`config.mk`:
```
export PLATFORM = sky130hd
export DESIGN_NAME = mdu_ctrl
export DESIGN_NICKNAME = d
export VERILOG_FILES = /design/src/rtl/mdu_pkg.sv /design/src/rtl/mdu_iter_core.sv /design/src/rtl/mdu_ctrl.sv
export SDC_FILE = /design/constraint.sdc
export NUM_CORES = 1
export LEC_CHECK = 0
export BUFFER_PORTS_ARGS = -buffer_cell sky130_fd_sc_hd__clkbuf_2
export CORE_ASPECT_RATIO = 1.25
export CORE_MARGIN = 5
export CORE_UTILIZATION = 25
export CTS_CLUSTER_SIZE = 16
export DETAILED_ROUTE_END_ITERATION = 10
export GPL_ROUTABILITY_DRIVEN = 0
export PLACE_DENSITY = 0.48
export SLEW_MARGIN = 10
export SYNTH_ARGS = -nofsm -noshare
export SYNTH_HDL_FRONTEND = slang
export SYNTH_SLANG_ARGS = --single-unit
```
`constraint.sdc`:
```
create_clock -name clk -period 4.95 [get_ports clk]
set_clock_uncertainty 0.1 [all_clocks]
set_input_delay 0 -clock clk [delete_from_list [all_inputs] [get_ports clk]]
set_output_delay 0 -clock clk [all_outputs]
set_load 0.05 [all_outputs]
```
`src/rtl/mdu_pkg.sv`:
```
// Shared definitions for the multiply/divide unit: command encodings, FSM states,
// datapath width and the default divide-by-zero LO value.
package mdu_pkg;

  localparam int MDU_WIDTH = 32;
  localparam logic [MDU_WIDTH-1:0] MDU_DIV0_LO = 32'hFFFF_FFFF;

  typedef enum logic [2:0] {
    MDU_NONE  = 3'd0,
    MDU_MULT  = 3'd1,
    MDU_MULTU = 3'd2,
    MDU_DIV   = 3'd3,
    MDU_DIVU  = 3'd4,
    MDU_MTHI  = 3'd5,
    MDU_MTLO  = 3'd6,
    MDU_RSVD  = 3'd7
  } mdu_cmd_e;

  typedef enum logic [1:0] {
    IDLE = 2'd0,
    CALC = 2'd1,
    SIGN = 2'd2,
    DONE = 2'd3
  } mdu_state_e;

  // Two's-complement magnitude of v when neg is set; 0x8000_0000 maps to itself.
  function automatic logic [MDU_WIDTH-1:0] magnitude(input logic [MDU_WIDTH-1:0] v,
                                                     input logic neg);
    return neg ? (~v + 1'b1) : v;
  endfunction

endpackage

```
`src/rtl/mdu_iter_core.sv`:
```
// One-bit-per-cycle unsigned multiply (shift-add) / divide (restoring) engine
// built around a 64-bit shift register and a 33-bit adder/subtractor.
module mdu_iter_core
  import mdu_pkg::*;
#(
  parameter int WIDTH = MDU_WIDTH
) (
  input  logic               clk,
  input  logic               rst_n,
  input  logic               start,
  input  logic               step,
  input  logic               is_div,
  input  logic [WIDTH-1:0]   op_a,
  input  logic [WIDTH-1:0]   op_b,
  output logic [2*WIDTH-1:0] acc
);

  logic [2*WIDTH-1:0] acc_q;
  logic [2*WIDTH-1:0] acc_d;
  logic [WIDTH-1:0]   addend_q;
  logic               div_q;
  logic [WIDTH:0]     add_sum;
  logic [WIDTH:0]     rem_sh;
  logic [WIDTH:0]     sub_diff;

  // Multiply: acc = {partial, multiplier}, shifting right.
  // Divide:   acc = {remainder, dividend/quotient}, shifting left.
  always_comb begin
    // NOTE: every combinational output gets a default first so no path infers a latch.
    acc_d    = acc_q;
    add_sum  = {1'b0, acc_q[2*WIDTH-1:WIDTH]} + (acc_q[0] ? {1'b0, addend_q} : '0);
    rem_sh   = acc_q[2*WIDTH-1:WIDTH-1];
    sub_diff = rem_sh - {1'b0, addend_q};
    if (div_q) begin
      if (!sub_diff[WIDTH]) acc_d = {sub_diff[WIDTH-1:0], acc_q[WIDTH-2:0], 1'b1};
      else                  acc_d = {rem_sh[WIDTH-1:0],   acc_q[WIDTH-2:0], 1'b0};
    end else begin
      acc_d = {add_sum, acc_q[WIDTH-1:1]};
    end
  end

  // NOTE: the datapath registers are reset too, so an aborted operation leaves no stale state.
  always_ff @(posedge clk or negedge rst_n) begin
    if (!rst_n) begin
      acc_q    <= '0;
      addend_q <= '0;
      div_q    <= 1'b0;
    end else if (start) begin
      acc_q    <= {{WIDTH{1'b0}}, (is_div ? op_a : op_b)};
      addend_q <= is_div ? op_b : op_a;
      div_q    <= is_div;
    end else if (step) begin
      acc_q    <= acc_d;
    end
  end

  assign acc = acc_q;

endmodule

```
`src/rtl/mdu_ctrl.sv`:
```
// Multi-cycle MULT/MULTU/DIV/DIVU sequencer owning HI/LO and the core stall.
// Optional MDU_EARLY_OUT_EN: multiplies leave CALC once the remaining multiplier bits are zero.
module mdu_ctrl
  import mdu_pkg::*;
#(
  parameter int               WIDTH   = MDU_WIDTH,
  parameter logic [WIDTH-1:0] DIV0_LO = MDU_DIV0_LO
) (
  input  logic             clk,
  input  logic             rst_n,
  input  logic [2:0]       mdu,
  input  logic [WIDTH-1:0] rdata1,
  input  logic [WIDTH-1:0] rdata2,
  output logic [WIDTH-1:0] hi,
  output logic [WIDTH-1:0] lo,
  output logic             stall,
  output logic             div_zero
);

  localparam int CNT_W = $clog2(WIDTH);

  mdu_cmd_e   cmd;
  mdu_state_e state_q, state_d;

  logic [CNT_W-1:0]   cnt_q;
  logic               op_div_q;
  logic               neg_res_q;
  logic               neg_rem_q;
  logic               div0_q;
  logic [WIDTH-1:0]   dividend_q;
  logic [WIDTH-1:0]   hi_q, lo_q;

  logic               is_muldiv, is_signed, is_div_cmd;
  logic               a_neg, b_neg;
  logic [WIDTH-1:0]   a_mag, b_mag;
  logic               accept, step, calc_exit, skip_calc;
  logic [2*WIDTH-1:0] acc, product_raw, product;
  logic [WIDTH-1:0]   quot, rem, res_hi, res_lo;

  assign cmd = mdu_cmd_e'(mdu);

  always_comb begin
    is_muldiv  = cmd inside {MDU_MULT, MDU_MULTU, MDU_DIV, MDU_DIVU};
    is_signed  = (cmd == MDU_MULT) || (cmd == MDU_DIV);
    is_div_cmd = (cmd == MDU_DIV)  || (cmd == MDU_DIVU);
    a_neg      = is_signed & rdata1[WIDTH-1];
    b_neg      = is_signed & rdata2[WIDTH-1];
    a_mag      = magnitude(rdata1, a_neg);
    b_mag      = magnitude(rdata2, b_neg);
  end

`ifdef MDU_EARLY_OUT_EN
  // Shadow of the multiplier bits still to be consumed.
  logic [WIDTH-1:0] mq_q;

  always_ff @(posedge clk or negedge rst_n) begin
    if (!rst_n)      mq_q <= '0;
    else if (accept) mq_q <= b_mag;
    else if (step)   mq_q <= mq_q >> 1;
  end

  assign skip_calc   = !is_div_cmd && (b_mag == '0);
  assign calc_exit   = (cnt_q == {CNT_W{1'b1}}) || (!op_div_q && ((mq_q >> 1) == '0));
  // After cnt_q+1 steps the product sits above the unconsumed (all-zero) multiplier bits.
  assign product_raw = acc >> ({CNT_W{1'b1}} - cnt_q);
`else
  assign skip_calc   = 1'b0;
  assign calc_exit   = (cnt_q == {CNT_W{1'b1}});
  assign product_raw = acc;
`endif

  always_comb begin
    state_d = state_q;
    stall   = 1'b0;
    accept  = 1'b0;
    step    = 1'b0;
    case (state_q)
      IDLE: begin
        if (is_muldiv) begin
          accept  = 1'b1;
          stall   = 1'b1;
          state_d = skip_calc ? SIGN : CALC;
        end
      end
      CALC: begin
        stall = 1'b1;
        step  = 1'b1;
        if (calc_exit) state_d = SIGN;
      end
      SIGN: begin
        stall   = 1'b1;
        state_d = DONE;
      end
      DONE:    state_d = IDLE;
      default: state_d = IDLE;
    endcase
  end

  mdu_iter_core #(
    .WIDTH (WIDTH)
  ) u_core (
    .clk    (clk),
    .rst_n  (rst_n),
    .start  (accept),
    .step   (step),
    .is_div (is_div_cmd),
    .op_a   (a_mag),
    .op_b   (b_mag),
    .acc    (acc)
  );

  always_comb begin
    product = neg_res_q ? (~product_raw + 1'b1) : product_raw;
    quot    = neg_res_q ? (~acc[WIDTH-1:0] + 1'b1) : acc[WIDTH-1:0];
    rem     = neg_rem_q ? (~acc[2*WIDTH-1:WIDTH] + 1'b1) : acc[2*WIDTH-1:WIDTH];
    res_hi  = product[2*WIDTH-1:WIDTH];
    res_lo  = product[WIDTH-1:0];
    if (op_div_q) begin
      if (div0_q) begin
        res_hi = dividend_q;
        res_lo = DIV0_LO;
      end else begin
        res_hi = rem;
        res_lo = quot;
      end
    end
  end

  // NOTE: state and data registers use non-blocking assignments so every flop samples pre-edge values.
  always_ff @(posedge clk or negedge rst_n) begin
    if (!rst_n) begin
      state_q    <= IDLE;
      cnt_q      <= '0;
      op_div_q   <= 1'b0;
      neg_res_q  <= 1'b0;
      neg_rem_q  <= 1'b0;
      div0_q     <= 1'b0;
      dividend_q <= '0;
      hi_q       <= '0;
      lo_q       <= '0;
    end else begin
      state_q <= state_d;
      if (accept) begin
        cnt_q      <= '0;
        op_div_q   <= is_div_cmd;
        neg_res_q  <= a_neg ^ b_neg;
        neg_rem_q  <= a_neg & is_div_cmd;
        div0_q     <= is_div_cmd && (rdata2 == '0);
        dividend_q <= rdata1;
      end else if (step && !calc_exit) begin
        cnt_q <= cnt_q + 1'b1;
      end
      // MTHI/MTLO land only while IDLE; DONE still presents the finished instruction.
      if (state_q == SIGN) begin
        hi_q <= res_hi;
        lo_q <= res_lo;
      end else if (state_q == IDLE && cmd == MDU_MTHI) begin
        hi_q <= rdata1;
      end else if (state_q == IDLE && cmd == MDU_MTLO) begin
        lo_q <= rdata1;
      end
    end
  end

  assign hi       = hi_q;
  assign lo       = lo_q;
  assign div_zero = (state_q == DONE) && div0_q;

endmodule

```
Word-level counts from Yosys, hierarchy flattened
Cells that the tools add are included.
{"block": "totals", "ff_bits": 203, "latchBits": 0, "ramBits": 0, "romBits": 0, "inputBits": 69, "out_inout_bits": 66, "elab_cells": 89, "n_memories": 0}
{"block": "classes", "add_sub_neg": 8, "n_mul": 0, "div_mod_pow": 0, "n_lt_le_gt_ge": 0, "eq_ne": 13, "shifts": 0, "muxes": 30, "bitwise": 9, "n_reduce_logical": 18}
{"cell": "2-to-1 mux 32 bit", "count": 16}
{"cell": "2-to-1 mux 64 bit", "count": 5}
{"cell": "adder 32 x 1 -> 32 bit (second input constant)", "count": 4}
{"cell": "inverter 32 bit", "count": 4}
{"cell": "adder 64 x 1 -> 64 bit (second input constant)", "count": 1}
{"cell": "inverter 64 bit", "count": 1}
{"cell": "adder 32 x 33 -> 33 bit", "count": 1}
{"cell": "subtractor 33 x 32 -> 33 bit", "count": 1}
{"cell": "zero test 32 bit", "count": 1}
{"cell": "2-to-1 mux 5 bit", "count": 2}
{"cell": "== test 3 bit (second input constant)", "count": 3}
{"cell": "one-hot mux 2 bit (4 select lines)", "count": 1}
{"cell": "nonzero test 2 bit", "count": 4}
{"cell": "== test 3 x 2 -> 1 bit (second input constant)", "count": 2}
{"cell": "!= test 2 bit (second input constant)", "count": 3}
{"cell": "adder 5 x 1 -> 5 bit (second input constant)", "count": 1}
{"cell": "== test 5 bit (second input constant)", "count": 1}
{"cell": "logical AND 1 bit", "count": 5}
{"cell": "== test 2 bit (second input constant)", "count": 2}
{"cell": "2-to-1 mux 2 bit", "count": 2}
{"cell": "AND reduction 2 bit", "count": 2}
{"cell": "nonzero test 4 bit", "count": 1}
{"cell": "AND 1 bit", "count": 3}
{"cell": "== test 3 x 1 -> 1 bit (second input constant)", "count": 1}
{"cell": "other kinds (8)", "count": 11}

Longest topological paths before layout
{"block": "depth", "ltp_word": 6, "ltp_mapped": 15, "mapped_depth_nobuf": 14}

By module
Synthesis repeated with hierarchy kept, for this count alone.
{"block": "hier_totals", "cells_unflattened": 2234, "area_unflattened_um2": 18086.1}
{"module": "mdu_ctrl", "instances": 1, "cells_per_inst": 1161, "area_each_um2": 9152.5, "seq_area_each_um2": 2677.6}
{"module": "mdu_iter_core", "instances": 1, "cells_per_inst": 1073, "area_each_um2": 8933.6, "seq_area_each_um2": 2427.3}

Worst setup path before layout
OpenSTA, ideal clock, no wires.
{"block": "synth_path", "path_kind": "register to register", "start": "reg u_core.acc_q[31] (netlist: u_core.acc[31])", "end": "reg u_core.acc_q[44] (netlist: u_core.acc[44])", "setup_time_ps": 132, "t_arrival_ps": 3308, "required_time_ps": 4718, "path_slack_ps": 1409, "path_stages_with_launch": 14, "n_path_buf": 2, "synth_period_minus_slack_ps": 3541, "cell_sequence": "dfrtp_1 > inv_1 > ha_1 > fa_1 > nand2b_1 > a211oi_1 > o21ai_0 > a311oi_1 > o21ai_0 > nand3_1 > buf_1 > clkbuf_1 > mux2i_1 > o22ai_1"}
{"block": "synth_between", "elab_chain_len": 5}
{"element": "start, declared", "line": "mdu_iter_core.sv:18", "rtl": "logic [2*WIDTH-1:0] acc_q;"}
{"element": "start signal, assigned", "line": "mdu_iter_core.sv:49", "rtl": "acc_q <= {{WIDTH{1'b0}}, (is_div ? op_a : op_b)};"}
{"element": "subtractor 33 x 32 -> 33 bit", "line": "mdu_iter_core.sv:33", "rtl": "sub_diff = rem_sh - {1'b0, addend_q};"}
{"element": "2-to-1 mux 64 bit", "line": "mdu_iter_core.sv:35", "rtl": "if (!sub_diff[WIDTH]) acc_d = {sub_diff[WIDTH-1:0], acc_q[WIDTH-2:0], 1'b1};"}
{"element": "2-to-1 mux 64 bit", "line": "mdu_iter_core.sv:34", "rtl": "if (div_q) begin"}
{"element": "2-to-1 mux 64 bit", "line": "mdu_iter_core.sv:52", "rtl": "end else if (step) begin"}
{"element": "2-to-1 mux 64 bit", "line": "mdu_iter_core.sv:48", "rtl": "end else if (start) begin"}
Every way passes these cells. The select of a mux whose other input is x is not followed.
A chain may end at the register's enable or synchronous reset.

Worst setup path after layout
{"block": "layout_path", "start": "reg u_core.acc_q[31] (netlist: u_core.acc[31])", "end": "reg u_core.acc_q[36] (netlist: u_core.acc[36])"}
Same word-level chain as after synthesis.

==> impl_metrics.tcl <==
set metrics [dict create \
    status "complete, but fails checks" \
    violations "negative hold slack" \
    dominantRegCellSynth "dfrtp_1" \
    placedCellCount 3111 \
    dieWidth_um 244 \
    pre_cts_ws_ns 0.859 \
    vias_per_cell 5.34 \
    cts_sinks 203 \
    synthXorXnorAreaFrac_pct 9.50 \
    path_clk_slew_ns 0.07 \
    overflow 0 \
    drtIter0Drc 1240 \
    post_cts_resized 0 \
    regArea_um2 5090 \
    synth_top_cells_by_area "dfrtp_1, nand2_1, a21oi_1" \
    syn_nets 2369 \
    track_usage_pct 18.3 \
    grt_max_degree 105 \
    routed_wl_mm 70.0 \
    critPathArrivalTime_ns 4.51 \
    p_switching_uw 8300 \
    cts-root-buf "clkbuf_16" \
    io-pin-count 135 \
    ant_nets 0 \
    dpl.hpwl_mm 52.3 \
    path_cells "inv_1 > ha_1 > fa_1 > nand2b_1 > a211oi_1 > o21ai_0 > a311oi_1 > o21ai_0 > nand3_2 > buf_4 > mux2_2 > a21oi_1 > nor2_1" \
    r2r_slack_ns 0.76 \
    grt_pass1_wl_mm 107 \
    final_nets 2479 \
    relSlewSlack_pct 21.1 \
    areaGrowthSynthToFinish_pct 17.0 \
    drc 0 \
    cts_made_buffers 23 \
    portBuffers 134 \
    cpMaxStageDelayCell "dfrtp_1" \
    p_leak_uw 0.00848 \
    slew_violations 0 \
    rr_worst_depth 13 \
    synthCells 2223 \
    cp_max_fo 40 \
    totalPowerFinal_uw 15300 \
    synth_warnings 0 \
    maxCapViolCount 0 \
    synth_seq_cells 203 \
    synth-simple-area-share_pct 19.5 \
    start_util_pct 25.2 \
    cp.required_ns 5.28 \
    peakVddDrop_mv 0.392 \
    cts_tree "yes" \
    internal_power_uw 6970 \
    synth_edf_count 0 \
    dr.pass1.iters 6 \
    instances_no_fill 3217 \
    clkPwrFrac_pct 11.6 \
    fp-row-count 107 \
    async_reset_ff_share_pct 100 \
    hold_class "in -> async" \
    multi_input_area_um2 11200 \
    hold_slack_ns -0.0578 \
    tns_ns 0 \
    seq_area_frac_synth_pct 29.6 \
    synth_top_family_by_area "compound AO/OA/AOI/OAI gates" \
    synthAdderAreaFrac_pct 5.71 \
    synth_cell_types 73 \
    worstSkewPairLatency_ns 0.55 \
    comb_power_share_pct 65.5 \
    wl_per_cell_um 21.7 \
    setup_viol 0 \
    worst_slack_ns 0.764 \
    timing.rr.end "u_core.acc[36]" \
    hold_violations 10 \
    num_vias 17167 \
    switching_share_pct 54.4 \
    clk_path_buf_depth 3 \
    min_period_over_period_pct 84.6 \
    path_class "reg -> reg" \
    syn_area_per_cell_um2 7.71 \
    p_seq_share_pct 22.9 \
    worstSetupEndpointType "flip-flop" \
    antenna_cells 0 \
    critical_path.startpoint_type "flip-flop" \
    die_h_um 303 \
    dieArea_um2 73900 \
    drive_above_1_share_pct 10.1 \
    period_needed_ns 4.19 \
    cpMostUsedCell "o21ai_0" \
    synth_compound_area_share_pct 24.6 \
    grt_pass1_vias 17177 \
    fill_cells 7248 \
    power_density_nw_per_um2 761 \
    timing.fmax_mhz 239 \
    synth_top_area_cell "dfrtp_1" \
    tightest_slew_ns 1.18 \
    htreeDepth 1 \
    rsz0062_at_grt "no" \
    antenna_found_initial 2 \
    timing.rr.start "u_core.acc[31]" \
    syn_area_um2 17100 \
    synth_top_area_share_pct 29.6 \
    max_stage_delay_ns 0.54 \
    core-area_um2 68100 \
    synth_mux_area_share_pct 6.01 \
]
[Yosys cell counts (4+ instances only)]
library cell / n
a211oi_1: 43
a21boi_0: 7
a21o_1: 32
a21oi_1: 206
a22oi_1: 5
a31oi_1: 13
and2_1: 42
and3_1: 11
buf_1: 23
buf_2: 5
clkbuf_1: 125
dfrtp_1: 203
ha_1: 75
inv_1: 73
mux2_2: 8
mux2i_1: 94
nand2_1: 304
nand2b_1: 19
nand3_1: 34
nand4_1: 19
nor2_1: 191
nor2b_1: 9
nor3_1: 21
nor3b_1: 4
nor4_1: 15
o211ai_1: 19
o21a_1: 8
o21ai_0: 203
o21bai_1: 11
o221ai_1: 7
o22a_1: 9
o22ai_1: 64
o31a_1: 5
o31ai_1: 25
o32a_1: 4
o41ai_1: 11
or2_2: 4
or3_1: 21
or4_1: 14
xnor2_1: 101
xor2_1: 85
[final cells by class]
class | count | share of cell area, %
flip-flops and latches | 203 | 25.4
clock buffers | 30 | 3.15
repair buffers | 239 | 8.19
clock inverters | 7 | 0.443
inverters | 73 | 1.37
well taps | 872 | 5.44
multi-input cells | 1793 | 56.1
[timing repair]
| item | CTS | global route |
|---|---|---|
| buffers inserted | 0 | 0 |
| setup endpoints to repair | 0 | 0 |
| hold endpoints to repair | 249 | 0 |
| hold buffers | 69 | 0 |
[power groups by stage]
stage,sequential [uW],clock [uW],combinational (uW)
global route,3590,1860,10900
finish,3500,1770,10000
floorplan,3820,0,6600
global placement,3480,0,9780
CTS,3480,1810,9960
detailed placement,3510,0,9850
[metrics by stage]
stage	cell area, um^2	hold WS [ns]	util, %
5_1_grt	20100	0.0434	29.4
6_report	20100	-0.0578	29.4
3_5_place_dp	18600	-0.00567	27.4
2_1_floorplan	17100	-0.396	-
4_1_cts	20100	0.0161	29.4
3_3_place_gp	18600	-0.00882	27.4
[layer usage]
layer / vias up / GRT usage [%] / wire [um]
met2: 550 / 33.3 / 35300
li1: 8116 / - / -
met4: 2 / 7.35 / 3090
met5: - / 0 / 12
met3: 129 / 1.62 / 2850
met1: 8370 / 22.2 / 28700
[kinds of logic after synthesis]
group	after synthesis
mux	102
compound gates	699
simple gates	729
buf+inv	227
flops	203
xor+xnor	186
fa+ha+maj	77
[worst max-delay path by stage]
| stage | startpoint | end | slack (ns) | cells past startpoint |
|---|---|---|---|---|
| after detailed placement | u_core.acc[31] | u_core.acc[36] | 0.86 | 13 |
| after CTS | u_core.acc[31] | u_core.acc[36] | 0.85 | 13 |
| after global routing | u_core.acc[31] | u_core.acc[36] | 0.48 | 13 |
| final | u_core.acc[31] | u_core.acc[36] | 0.76 | 13 |
| after global placement | u_core.acc[0] | hi[16] | 0.88 | 12 |
| after floorplan | u_core.acc[31] | u_core.acc[44] | 1.41 | 13 |
[layout by cell type, fill, tap and decap left out, drive strengths merged, types with 75 or more instances in the layout]
cell type / synthesis / routed
mux2i: 94 / 94
a21oi: 206 / 206
nor2: 191 / 191
dfrtp: 203 / 203
nand2: 304 / 304
ha: 75 / 75
xor2: 85 / 85
o21ai: 208 / 208
xnor2: 101 / 101
clkbuf: 125 / 163
[flip-flops by register name, summed over array words and instances (netlist names)]
register,count
dividend_q,32
op_div_q,1
neg_res_q,1
neg_rem_q,1
cnt_q,5
div0_q,1
u_core.acc,64
lo,32
state_q,2
u_core.addend_q,32
hi,32
[worst max-delay path: cells and delay by family, from the launching register on]
family                   cells  cell delay, ns
multiplexers                 1            0.39
AO/OA/AOI/OAI                5            1.38
flip-flops                   1            0.54
buffers and inverters        2            0.60
adder cells (fa/ha/maj)      2            0.66
AND/OR/NAND/NOR              3            0.40
No activity file was read; power rests on OpenSTA's default activity.
